**config.mk**
```make
export PLATFORM = sky130hd
export DESIGN_NAME = pc_ctrl
export DESIGN_NICKNAME = d
export VERILOG_FILES = /design/src/rtl/pc_ctrl_pkg.sv /design/src/rtl/pc_ctrl_ras_stack.sv /design/src/rtl/pc_ctrl.sv
export SDC_FILE = /design/constraint.sdc
export NUM_CORES = 1
export LEC_CHECK = 0
export CORE_MARGIN = 5
export CORE_UTILIZATION = 57
export CTS_CLUSTER_SIZE = 28
export DETAILED_ROUTE_END_ITERATION = 8
export PLACE_DENSITY = 0.92
export SKIP_LAST_GASP = 1
export SYNTH_ARGS = -nofsm -noshare
export SYNTH_HDL_FRONTEND = slang
export SYNTH_SLANG_ARGS = --single-unit
```
**constraint.sdc**
```tcl
create_clock -name clk_i -period 4.46 [get_ports clk_i]
set_input_delay 0.892 -clock clk_i [delete_from_list [all_inputs] [get_ports clk_i]]
set_output_delay 0.892 -clock clk_i [all_outputs]
set_load 0.02 [all_outputs]
```
**src/rtl/pc_ctrl_pkg.sv**
```systemverilog
// pc_ctrl_pkg: shared FSM encoding and default reset vector for the fetch-stage PC unit
package pc_ctrl_pkg;
  typedef enum logic {ST_RUN = 1'b0, ST_HALTED = 1'b1} state_e;
  localparam logic [7:0] DEFAULT_RESET_VECTOR = 8'hC8;
endpackage

```
**src/rtl/pc_ctrl_ras_stack.sv**
```systemverilog
// ras_stack: circular return-address LIFO; a push while full overwrites the oldest entry
module ras_stack #(
  parameter int WIDTH     = 8,
  parameter int RAS_DEPTH = 4
) (
  input  logic             clk_i,
  input  logic             rst_i,
  input  logic             push_i,
  input  logic             pop_i,
  input  logic [WIDTH-1:0] data_i,
  output logic [WIDTH-1:0] top_o,
  output logic             empty_o,
  output logic             full_o,
  output logic             ovf_o
);
  localparam int PW = $clog2(RAS_DEPTH);
  localparam int CW = $clog2(RAS_DEPTH + 1);
  logic [WIDTH-1:0] mem_q [RAS_DEPTH];
  logic [PW-1:0]    ptr_q;
  logic [CW-1:0]    cnt_q;
  // ptr_q is the next write slot; when full it also points at the oldest entry
  assign top_o   = mem_q[ptr_q - 1'b1];
  assign empty_o = cnt_q == '0;
  assign full_o  = cnt_q == CW'(RAS_DEPTH);
  assign ovf_o   = push_i && full_o;
  always_ff @(posedge clk_i) begin
    if (rst_i) begin
      ptr_q <= '0;
      cnt_q <= '0;
    end else if (push_i) begin
      ptr_q <= ptr_q + 1'b1;
      cnt_q <= full_o ? cnt_q : cnt_q + 1'b1;
    end else if (pop_i && !empty_o) begin
      ptr_q <= ptr_q - 1'b1;
      cnt_q <= cnt_q - 1'b1;
    end
  end
  always_ff @(posedge clk_i)
    if (push_i) mem_q[ptr_q] <= data_i;
endmodule

```
**src/rtl/pc_ctrl.sv**
```systemverilog
// pc_ctrl: program counter with halt/resume FSM, stall, jump, relative branch and call/return
module pc_ctrl
  import pc_ctrl_pkg::*;
#(
  parameter int               WIDTH        = 8,
  parameter logic [WIDTH-1:0] RESET_VECTOR = WIDTH'(DEFAULT_RESET_VECTOR),
  parameter int               RAS_DEPTH    = 4
) (
  input  logic             clk_i,
  input  logic             reset_i,
  input  logic             halt_req_i,
  input  logic             resume_i,
  input  logic             stall_i,
  input  logic             jump_i,
  input  logic [WIDTH-1:0] jump_target_i,
  input  logic             branch_i,
  input  logic [WIDTH-1:0] branch_off_i,
  input  logic             call_i,
  input  logic [WIDTH-1:0] call_target_i,
  input  logic             ret_i,
  output logic [WIDTH-1:0] pc_o,
  output logic             halted_o,
  output logic             ras_empty_o,
  output logic             ras_full_o,
  output logic             err_ovf_o,
  output logic             err_unf_o
);
  state_e           state_q, state_d;
  logic [WIDTH-1:0] pc_q, pc_d, pc_inc, top;
  logic             ovf_q, ovf_d, unf_q, unf_d, push, pop, ovf;
  assign pc_inc = pc_q + 1'b1;
  ras_stack #(.WIDTH(WIDTH), .RAS_DEPTH(RAS_DEPTH)) u_ras (
    .clk_i   (clk_i),
    .rst_i   (reset_i),
    .push_i  (push),
    .pop_i   (pop),
    .data_i  (pc_inc),
    .top_o   (top),
    .empty_o (ras_empty_o),
    .full_o  (ras_full_o),
    .ovf_o   (ovf)
  );
  // losing requests are dropped outright, so only the winner may touch the RAS
  always_comb begin
    state_d = state_q;
    pc_d    = pc_q;
    push    = 1'b0;
    pop     = 1'b0;
    ovf_d   = ovf_q;
    unf_d   = unf_q;
    if (state_q == ST_HALTED) begin
      if (resume_i && !halt_req_i) state_d = ST_RUN;
    end else if (halt_req_i) begin
      state_d = ST_HALTED;
    end else if (stall_i) begin
      pc_d = pc_q;
    end else if (ret_i) begin
      pop   = !ras_empty_o;
      pc_d  = ras_empty_o ? pc_inc : top;
      unf_d = unf_q || ras_empty_o;
    end else if (call_i) begin
      push  = 1'b1;
      pc_d  = call_target_i;
      ovf_d = ovf_q || ovf;
    end else begin
      pc_d = jump_i ? jump_target_i : branch_i ? pc_q + branch_off_i : pc_inc;
    end
  end
  always_ff @(posedge clk_i) begin
    if (reset_i) begin
      state_q <= ST_RUN;
      pc_q    <= RESET_VECTOR;
      ovf_q   <= 1'b0;
      unf_q   <= 1'b0;
    end else begin
      state_q <= state_d;
      pc_q    <= pc_d;
      ovf_q   <= ovf_d;
      unf_q   <= unf_d;
    end
  end
  assign pc_o      = pc_q;
  assign halted_o  = state_q == ST_HALTED;
  assign err_ovf_o = ovf_q;
  assign err_unf_o = unf_q;
endmodule
```
==> metrics.yaml, run 1 <==
outcome:
  status: "finished clean"
cells_and_area:
  utilization_pct: 70.5
  n_antenna_cell: 0
  drive_above_1_share_pct: 8.14
  nets: 341
  nFillCells: 342
  final_cell_mix: "45 x clkdlybuf4s50_1, 32 x edfxtp_1, 20 x nand2_1"
  area_delta_synth_final_pct: 20.5
  layout_commonest_cell: "clkdlybuf4s50_1"
yosys:
  netlist_top_cells_area: "edfxtp_1 35%, dfxtp_1 12%, mux4_2 6.6%, ha_1 5.5%, xor2_1 3.2%"
  async_flop_share_pct: 0
  synth-seq-cells: 48
  yosysWarnings: 0
  yosysUniqueCellTypes: 54
  synth_top_area_cell: "edfxtp_1"
  seq_area_frac_synth_pct: 46.7
  synth_edf_count: 32
  synth_cells: 252
  ys.flop_type: "edfxtp_1"
  synth_fp_nets: 299
  yosysTopAreaCellShare_pct: 35.0
  netlist_area_mm2: 0.00275
  avgSynthCellArea_um2: 10.9
grt:
  grt_first_pass_wirelength_mm: 10.7
  track_usage_pct: 22.2
  gr-total-overflow: 0
  grt_pass1_vias: 2192
  antenna_found_initial: 0
  grt_max_degree: 19
power:
  p_int_w: 0.000675
  ir_drop_uv: 221
  net-switching-power_w: 0.000252
  finalPower_w: 0.000927
  sequentialPowerShare_pct: 53.8
  swShare_pct: 27.2
  combPwrFrac_pct: 18.9
  p_clk_share_pct: 27.2
  leakage_nw: 1.18
  powerDensity_mw_per_mm2: 280
detailed_routing:
  drt_wl_total_mm: 6.63
  first_iter_violations: 239
  vias: 2191
  detail-route-antenna-nets: 0
  routedWlPerCell_um: 19.0
  viasPerCell: 6.28
  route.detailed.drc: 0
  first_pass_iters: 5
cts:
  cts_tree: "built"
  cts-root-buf: "clkbuf_8"
  clk_latency_ns: 0.30
  cts_sinks: 48
  cts_buffers: 5
  ctsResizeCount: 0
  cts_setup_buffers: 0
  postCtsHoldBufs: 0
  htreeDepth: 2
  clk_pin_slew_ns: 0.09
  clockBufferDepth: 2
die:
  start_util_pct: 58.5
  ios: 46
  die_area_mm2: 0.00630
  die_x_um: 79.4
  fp.coreArea_mm2: 0.00469
  die_h_um: 79.4
  rows: 25
sta:
  finalCriticalPeriod_ns: 3.17
  hold_viol_final: 0
  fmax_mhz: 316
  finalSetupViolCount: 0
  fin_worst_skew_ns: 0.0126
  maxSlewHeadroom_pct: 51.9
  fin_crit_sh_pct: 71.1
  worst_slack_ns: 1.29
  drv_slew: 0
  rsz0062_at_grt: "false"
  worst_pin_slew_ns: 0.720
  fin_tns_setup_ns: 0
place:
  port-buffer-count: 45
  place_ws_ns: 1.03
  place.gp.congestion: 0.842
  hpwl_mm: 4.88
critical_path:
  cp-end-kind: "output port"
  start_kind: "flop"
  worstPathMaxFanout: 16
  required_ns: 3.57
  worstPathArrival_ns: 2.28
  path_class: "reg -> out"
hold_path:
  worstHoldPathType: "reg -> reg"
run:
  drv_cap: 0
[worst paths after layout]
check                 start     endpoint  slack [ns]  cells after the start
max          u_ras.cnt_q[0]  ras_empty_o        1.29                      3
min               err_ovf_o    err_ovf_o        0.51                      2
max reg2reg  u_ras.ptr_q[0]      pc_o[2]        1.76                      7
min reg2reg       err_ovf_o    err_ovf_o        0.51                      2
[synth_stat cells, types with 2 or more instances]
library cell,instances
a21oi_1,17
a221oi_1,3
a311o_1,2
a31oi_1,2
and3_1,5
buf_1,2
buf_2,2
clkbuf_1,6
dfxtp_1,16
edfxtp_1,32
fa_1,2
ha_1,12
inv_1,19
mux2i_1,3
mux4_2,8
nand2_1,20
nand2b_1,4
nand3_1,9
nor2_1,17
nor2b_1,3
nor3_1,5
o211ai_1,6
o21ai_0,10
o31ai_1,2
or3_1,3
or3b_2,2
xnor2_1,4
xor2_1,10
[stage by stage]
step	instance area (um^2)	hold slack, ns	cells
final	3310	0.507	349
after floorplan	2750	0.490	252
after detailed placement	3220	0.477	341
after global placement	3220	0.491	341
after CTS	3310	0.505	349
after global routing	3310	0.529	349
[critical path, cell delays in order (launching register included)]
cell	delay (ns)
dfxtp_1	0.35
or3_1	0.64
inv_1	0.32
clkdlybuf4s50_1	0.66
[flip-flops by register name, summed over array words and instances, names as in the netlist]
register and count:
u_ras.mem_q 32, u_ras.cnt_q 3, halted_o 1, u_ras.ptr_q 2
pc_o 8, err_unf_o 1, err_ovf_o 1
[power by group through the flow]
stage               combinational [W]  sequential (W)  clock, W
floorplan                   0.0000975        0.000510         0
global placement             0.000169        0.000508         0
detailed placement           0.000172        0.000509         0
CTS                          0.000174        0.000499  0.000254
global route                 0.000191        0.000501  0.000273
finish                       0.000176        0.000499  0.000252
[layer usage]
metal	vias to the layer above	track usage [%]	wire length, um
met5	-	0	0
met4	0	8.08	109
met3	14	4.40	460
met2	101	37.5	3260
met1	1050	28.2	2800
li1	1026	-	-
[cell type report]
class	instances	area [um^2]	share of cell area, %
Clock buffer	6	72.6	2.19
Clock inverter	2	11.3	0.341
Inverter	19	71.3	2.16
Multi-Input combinational cell	175	1350	40.9
Sequential cell	48	1280	38.7
Tap cell	54	67.6	2.04
Timing Repair Buffer	45	450	13.6
[kinds of logic after synthesis]
kind of cell	Yosys count	synth area share, %
and+or+nand+nor	77	15.5
adders and majority gates	14	6.93
muxes	11	7.66
DFF	48	46.7
xor gates and xnor gates	14	4.47
buffers and inverters	29	4.06
AOI/OAI and AO/OA	59	14.8
Note: power is estimated with default switching activity, not from simulation.
==> run 2: changes to the inputs <==
--- a/config.mk
+++ b/config.mk
@@ -6,10 +6,10 @@
 export NUM_CORES = 1
 export LEC_CHECK = 0
 export CORE_MARGIN = 5
-export CORE_UTILIZATION = 57
+export CORE_UTILIZATION = 48
 export CTS_CLUSTER_SIZE = 28
 export DETAILED_ROUTE_END_ITERATION = 8
-export PLACE_DENSITY = 0.92
+export PLACE_DENSITY = 0.83
 export SKIP_LAST_GASP = 1
 export SYNTH_ARGS = -nofsm -noshare
 export SYNTH_HDL_FRONTEND = slang
==> constraint.sdc (replaced) <==
create_clock -name clk_i -period 2.6 [get_ports clk_i]
set_input_delay 0.52 -clock clk_i [delete_from_list [all_inputs] [get_ports clk_i]]
set_output_delay 0.52 -clock clk_i [all_outputs]
set_load 0.02 [all_outputs]
==> metrics.yaml, run 2 (synthesized netlist as in run 1, its figures left out) <==
outcome:
  status: "finished clean"
cells_and_area:
  layout_commonest_cell: "clkdlybuf4s50_1"
  area_delta_synth_final_pct: 30.9
  final_area_mm2: 0.00359  # +8.7%
  top_register: "u_ras.mem_q"
  nets: 366  # +7.3%
  largest_register_ffs: 32  # unchanged
  n_antenna_cell: 0  # unchanged
  layoutNonFillerInstCount: 392  # +12%
  drive_above_1_share_pct: 15.9  # +7.8 points
  final_cell_mix: "45 x clkdlybuf4s50_1, 32 x edfxtp_1, 21 x buf_4"
sta:
  worst_slack_ns: 0.133  # -1.16 ns
  hold_viol_final: 0  # unchanged
  finalCriticalPeriod_ns: 2.47
  drv_slew: 0  # unchanged
  finalSetupViolCount: 0  # unchanged
  rsz0062_at_grt: "false"
  maxSlewHeadroom_pct: 66.8  # +15 points
  fmax_mhz: 405
  fin_tns_setup_ns: 0  # unchanged
  worst_pin_slew_ns: 0.496  # -0.224 ns
  fin_crit_sh_pct: 94.9
  fin_worst_skew_ns: 0.00861  # -0.00400 ns
die:
  die_x_um: 85.6  # +7.8%
  rows: 27  # +8.0%
  ios: 46  # unchanged
  die_h_um: 85.6  # +7.8%
  fp.coreArea_mm2: 0.00554  # +18%
  die_area_mm2: 0.00733  # +16%
  start_util_pct: 49.5  # -9.0 points
power:
  ir_drop_uv: 361  # +63%
  finalPower_w: 0.00173  # +86%
  leakage_nw: 1.33  # +13%
  powerDensity_mw_per_mm2: 480  # +71%
cts:
  ctsResizeCount: 0  # unchanged
  clockBufferDepth: 2  # unchanged
  cts_sinks: 48  # unchanged
  postCtsHoldBufs: 0  # unchanged
  cts_buffers: 5  # unchanged
  clk_pin_slew_ns: 0.09  # about the same
  cts_tree: "built"
  clk_latency_ns: 0.30  # about the same
  cts-root-buf: "clkbuf_8"
  cts_setup_buffers: 0  # unchanged
  htreeDepth: 2  # unchanged
grt:
  grt_max_degree: 16  # -3
  grt_pass1_vias: 2363  # +7.8%
  track_usage_pct: 20.5  # -1.7 points
  gr-total-overflow: 0  # unchanged
  antenna_found_initial: 0  # unchanged
  grt_first_pass_wirelength_mm: 11.8  # +10%
place:
  port-buffer-count: 45  # unchanged
  hpwl_mm: 5.46  # +12%
  place_area_mm2: 0.00348  # +8.1%
  place_ws_ns: -0.162  # -1.19 ns
  dp_cells: 384  # +13%
  place.gp.congestion: 0.881  # +4.6%
hold_path:
  worstHoldPathType: "reg -> reg"
critical_path:
  cpPeakStageDelay_ns: 0.56  # -0.10 ns
  required_ns: 2.80  # -0.77 ns
  crit_chain: "clkdlybuf4s50_1 -> or4_4 -> nor2_4 -> inv_1 -> fa_1 -> nor3_1 -> nor3_2 -> xnor2_1 -> nor2_1"
  slowest_stage: "or4_4"
  worstPathMaxFanout: 2  # -14
  cp-end-kind: "flop"
  path_class: "in -> reg"
  start_kind: "input port"
  worstPathArrival_ns: 2.67  # +0.39 ns
detailed_routing:
  viasPerCell: 6.04  # -3.7%
  route.detailed.drc: 0  # unchanged
  routedWlPerCell_um: 18.8  # -1.3%
  detail-route-antenna-nets: 0  # unchanged
  first_iter_violations: 283  # +18%
  vias: 2369  # +8.1%
  first_pass_iters: 5  # unchanged
  drt_wl_total_mm: 7.35  # +11%
run:
  drv_cap: 0  # unchanged
run 2: per-layer routing:
| metal | wire [um] | vias up | global-route usage (%) |
|---|---|---|---|
| li1 | - | 1073 | - |
| met1 | 2800 | 1128 | 25.5 |
| met2 | 3670 | 141 | 35.1 |
| met3 | 645 | 27 | 4.23 |
| met4 | 239 | 0 | 7.91 |
| met5 | 0 | - | 0 |
run 2: power by group:
part,internal (W),switching [W],total [W]
registers,0.000830,0.0000203,0.000850
clock network,0.000285,0.000251,0.000536
logic,0.000164,0.000176,0.000340
run 2: worst paths after layout:
path              startpoint              to  cells after the start  slack, ns
hold reg to reg    err_unf_o       err_unf_o                      2       0.49
setup / recovery       ret_i  u_ras.cnt_q[2]                      9       0.13
setup reg to reg    halted_o  u_ras.cnt_q[2]                      8       0.39
hold / removal     err_unf_o       err_unf_o                      2       0.49
run 2: worst max-delay path, delay by kind of cell:
family | cells | cell delay [ns]
AND/OR/NAND/NOR | 5 | 1.04
buffers and inverters | 2 | 0.55
adder cells (fa/ha/maj) | 1 | 0.39
XOR/XNOR | 1 | 0.15
run 2: layout make-up:
class                           instances  area (um^2)
Clock inverter                          3         42.5
Fill cell                             423         1950
Multi-Input combinational cell        175         1350
Inverter                               19         71.3
Sequential cell                        48         1280
Tap cell                               72         90.1
Timing Repair Buffer                   70          688
Clock buffer                            5         68.8
run 2: through the flow:
stage / hold WS, ns / util (%)
floorplan: 0.490 / -
global placement: 0.458 / 62.9
detailed placement: 0.473 / 62.9
CTS: 0.499 / 64.9
global route: 0.543 / 64.9
finish: 0.493 / 64.9
==> run 3: changes to the inputs <==
--- a/config.mk
+++ b/config.mk
@@ -6,10 +6,10 @@
 export NUM_CORES = 1
 export LEC_CHECK = 0
 export CORE_MARGIN = 5
-export CORE_UTILIZATION = 48
+export CORE_UTILIZATION = 30
 export CTS_CLUSTER_SIZE = 28
 export DETAILED_ROUTE_END_ITERATION = 8
-export PLACE_DENSITY = 0.83
+export PLACE_DENSITY = 0.57
 export SKIP_LAST_GASP = 1
 export SYNTH_ARGS = -nofsm -noshare
 export SYNTH_HDL_FRONTEND = slang
==> constraint.sdc (replaced) <==
create_clock -name clk_i -period 2.85 [get_ports clk_i]
set_input_delay 0.57 -clock clk_i [delete_from_list [all_inputs] [get_ports clk_i]]
set_output_delay 0.57 -clock clk_i [all_outputs]
set_load 0.02 [all_outputs]
==> metrics.yaml, run 3 (synthesized netlist as in run 1, its figures left out) <==
outcome:
  status: "finished clean"
grt:
  grt_pass1_vias: 2226  # -5.8%
  track_usage_pct: 13.7  # -6.9 points
  grt_first_pass_wirelength_mm: 12.1  # +2.3%
  antenna_found_initial: 0  # unchanged
  grt_max_degree: 16  # unchanged
  gr-total-overflow: 0  # unchanged
cts:
  cts_sinks: 48  # unchanged
  clk_pin_slew_ns: 0.10  # about the same
  clk_latency_ns: 0.30  # about the same
  clockBufferDepth: 2  # unchanged
  htreeDepth: 2  # unchanged
  postCtsHoldBufs: 0  # unchanged
  cts_tree: "built"
  cts_buffers: 5  # unchanged
  ctsResizeCount: 0  # unchanged
  cts-root-buf: "clkbuf_8"
  cts_setup_buffers: 0  # unchanged
cells_and_area:
  final_area_mm2: 0.00357  # -0.59%
  top_register: "u_ras.mem_q"
  nets: 357  # -2.5%
  largest_register_ffs: 32  # unchanged
  layout_commonest_cell: "clkdlybuf4s50_1"
  area_delta_synth_final_pct: 30.2
  nFillCells: 876  # +110%
  final_cell_mix: "45 x clkdlybuf4s50_1, 32 x edfxtp_1, 20 x nand2_1"
  drive_above_1_share_pct: 13.5  # -2.4 points
  n_antenna_cell: 0  # unchanged
critical_path:
  worstPathMaxFanout: 4  # +2
  path_class: "reg -> out"
  start_kind: "flop"
  rr_endpoint: "u_ras.cnt_q[2]"
  cp-end-kind: "output port"
  timing.rr.start: "halted_o"
  crit_start: "u_ras.cnt_q[0]"
  required_ns: 2.28  # -0.52 ns
  worstPathArrival_ns: 1.92  # -0.75 ns
  reg2reg_depth: 8  # unchanged
  regToRegSetupSlack_ns: 0.66  # +0.27 ns
detailed_routing:
  routedWlPerCell_um: 17.8  # -5.1%
  first_iter_violations: 103  # -64%
  route.detailed.drc: 0  # unchanged
  vias: 2188  # -7.6%
  first_pass_iters: 4  # -1
  detail-route-antenna-nets: 0  # unchanged
  viasPerCell: 5.18  # -14%
  drt_wl_total_mm: 7.51  # +2.1%
die:
  ios: 46  # unchanged
  die_area_mm2: 0.0112  # +52%
  fp.coreArea_mm2: 0.00906  # +64%
  rows: 35  # +30%
  die_x_um: 106  # +23%
  die_h_um: 106  # +23%
  start_util_pct: 30.3  # -19 points
hold_path:
  worstHoldPathType: "reg -> reg"
  holdPathEnd: "err_ovf_o"
  min_path_cells: 2  # unchanged
  hp-start: "err_ovf_o"
run:
  drv_cap: 0  # unchanged
power:
  swShare_pct: 23.6  # -2.4 points
  combPwrFrac_pct: 17.2  # -2.5 points
  powerDensity_mw_per_mm2: 490  # +2.1%
  net-switching-power_w: 0.000413  # -7.9%
  p_int_w: 0.00134  # +4.8%
  p_clk_share_pct: 38.5  # +7.4 points
  sequentialPowerShare_pct: 44.3  # -4.9 points
  leakage_nw: 1.30  # -2.4%
  ir_drop_uv: 231  # -36%
sta:
  fin_crit_sh_pct: 87.3
  rsz0062_at_grt: "false"
  fin_tns_setup_ns: 0  # unchanged
  finalSetupViolCount: 0  # unchanged
  hold_viol_final: 0  # unchanged
  maxSlewHeadroom_pct: 62.3  # -4.5 points
  fmax_mhz: 402
  fin_worst_skew_ns: 0.0145  # +0.00587 ns
  finalCriticalPeriod_ns: 2.49
  drv_slew: 0  # unchanged
  worst_pin_slew_ns: 0.563  # +0.0670 ns
place:
  hpwl_mm: 5.71  # +4.6%
  place.gp.congestion: 0.842  # -4.4%
  place_area_mm2: 0.00341  # -2.0%
  port-buffer-count: 45  # unchanged
run 3: changes by cell type in the layout (fill, tap and decap cells not counted), sizes merged:
cell | before | now
clkinv | 1 | 0
clkinvlp | 1 | 0
bufinv | 1 | 3
buf | 25 | 16
run 3: routing by layer:
metal,global-route usage [%],up-vias,share of wire [%]
met3,2.69,12,6.0
met4,4.81,0,2.3
met5,0,-,0
met1,18.1,1044,44
li1,-,1058,-
met2,22.2,74,48
run 3: power groups by stage:
stage               Sequential, W  Clock, W  Combinational [W]
floorplan                0.000798         0           0.000153
global placement         0.000792         0           0.000299
detailed placement       0.000792         0           0.000300
CTS                      0.000776  0.000691           0.000302
global route             0.000778  0.000720           0.000329
finish                   0.000776  0.000675           0.000302
run 3: stage by stage:
| stage | hold slack, ns | utilization (%) | power, W | std cells | setup WS, ns |
|---|---|---|---|---|---|
| 2_1_floorplan | 0.490 | - | 0.000950 | 252 | 0.550 |
| 3_3_place_gp | 0.482 | 37.7 | 0.00109 | 414 | 0.157 |
| 3_5_place_dp | 0.474 | 37.7 | 0.00109 | 414 | 0.116 |
| 4_1_cts | 0.514 | 39.4 | 0.00177 | 422 | 0.335 |
| 5_1_grt | 0.567 | 39.4 | 0.00183 | 422 | 0.276 |
| 6_report | 0.501 | 39.4 | 0.00175 | 422 | 0.361 |
run 3: how the worst max path moves through the flow:
stage / to / depth (start not counted)
after global placement: u_ras.cnt_q[2] / 9
after CTS: ras_full_o / 3
after detailed placement: u_ras.cnt_q[2] / 9
after floorplan: u_ras.cnt_q[2] / 8
final: ras_full_o / 3
after global routing: ras_full_o / 3
run 3: final cells by class:
| class | count | area (um^2) | share of cell area (%) |
|---|---|---|---|
| clock buffers | 5 | 68.8 | 1.93 |
| clock inverters | 3 | 90.1 | 2.52 |
| inverters | 19 | 71.3 | 2.00 |
| multi-input cells | 175 | 1350 | 37.9 |
| flip-flops and latches | 48 | 1280 | 35.9 |
| well taps | 111 | 139 | 3.89 |
| repair buffers | 61 | 571 | 16.0 |
run 3: critical path, stage by stage (launching register included):
cell             delay, ns
dfxtp_1               0.37
or3b_2                0.53
inv_1                 0.11
clkdlybuf4s50_1       0.61
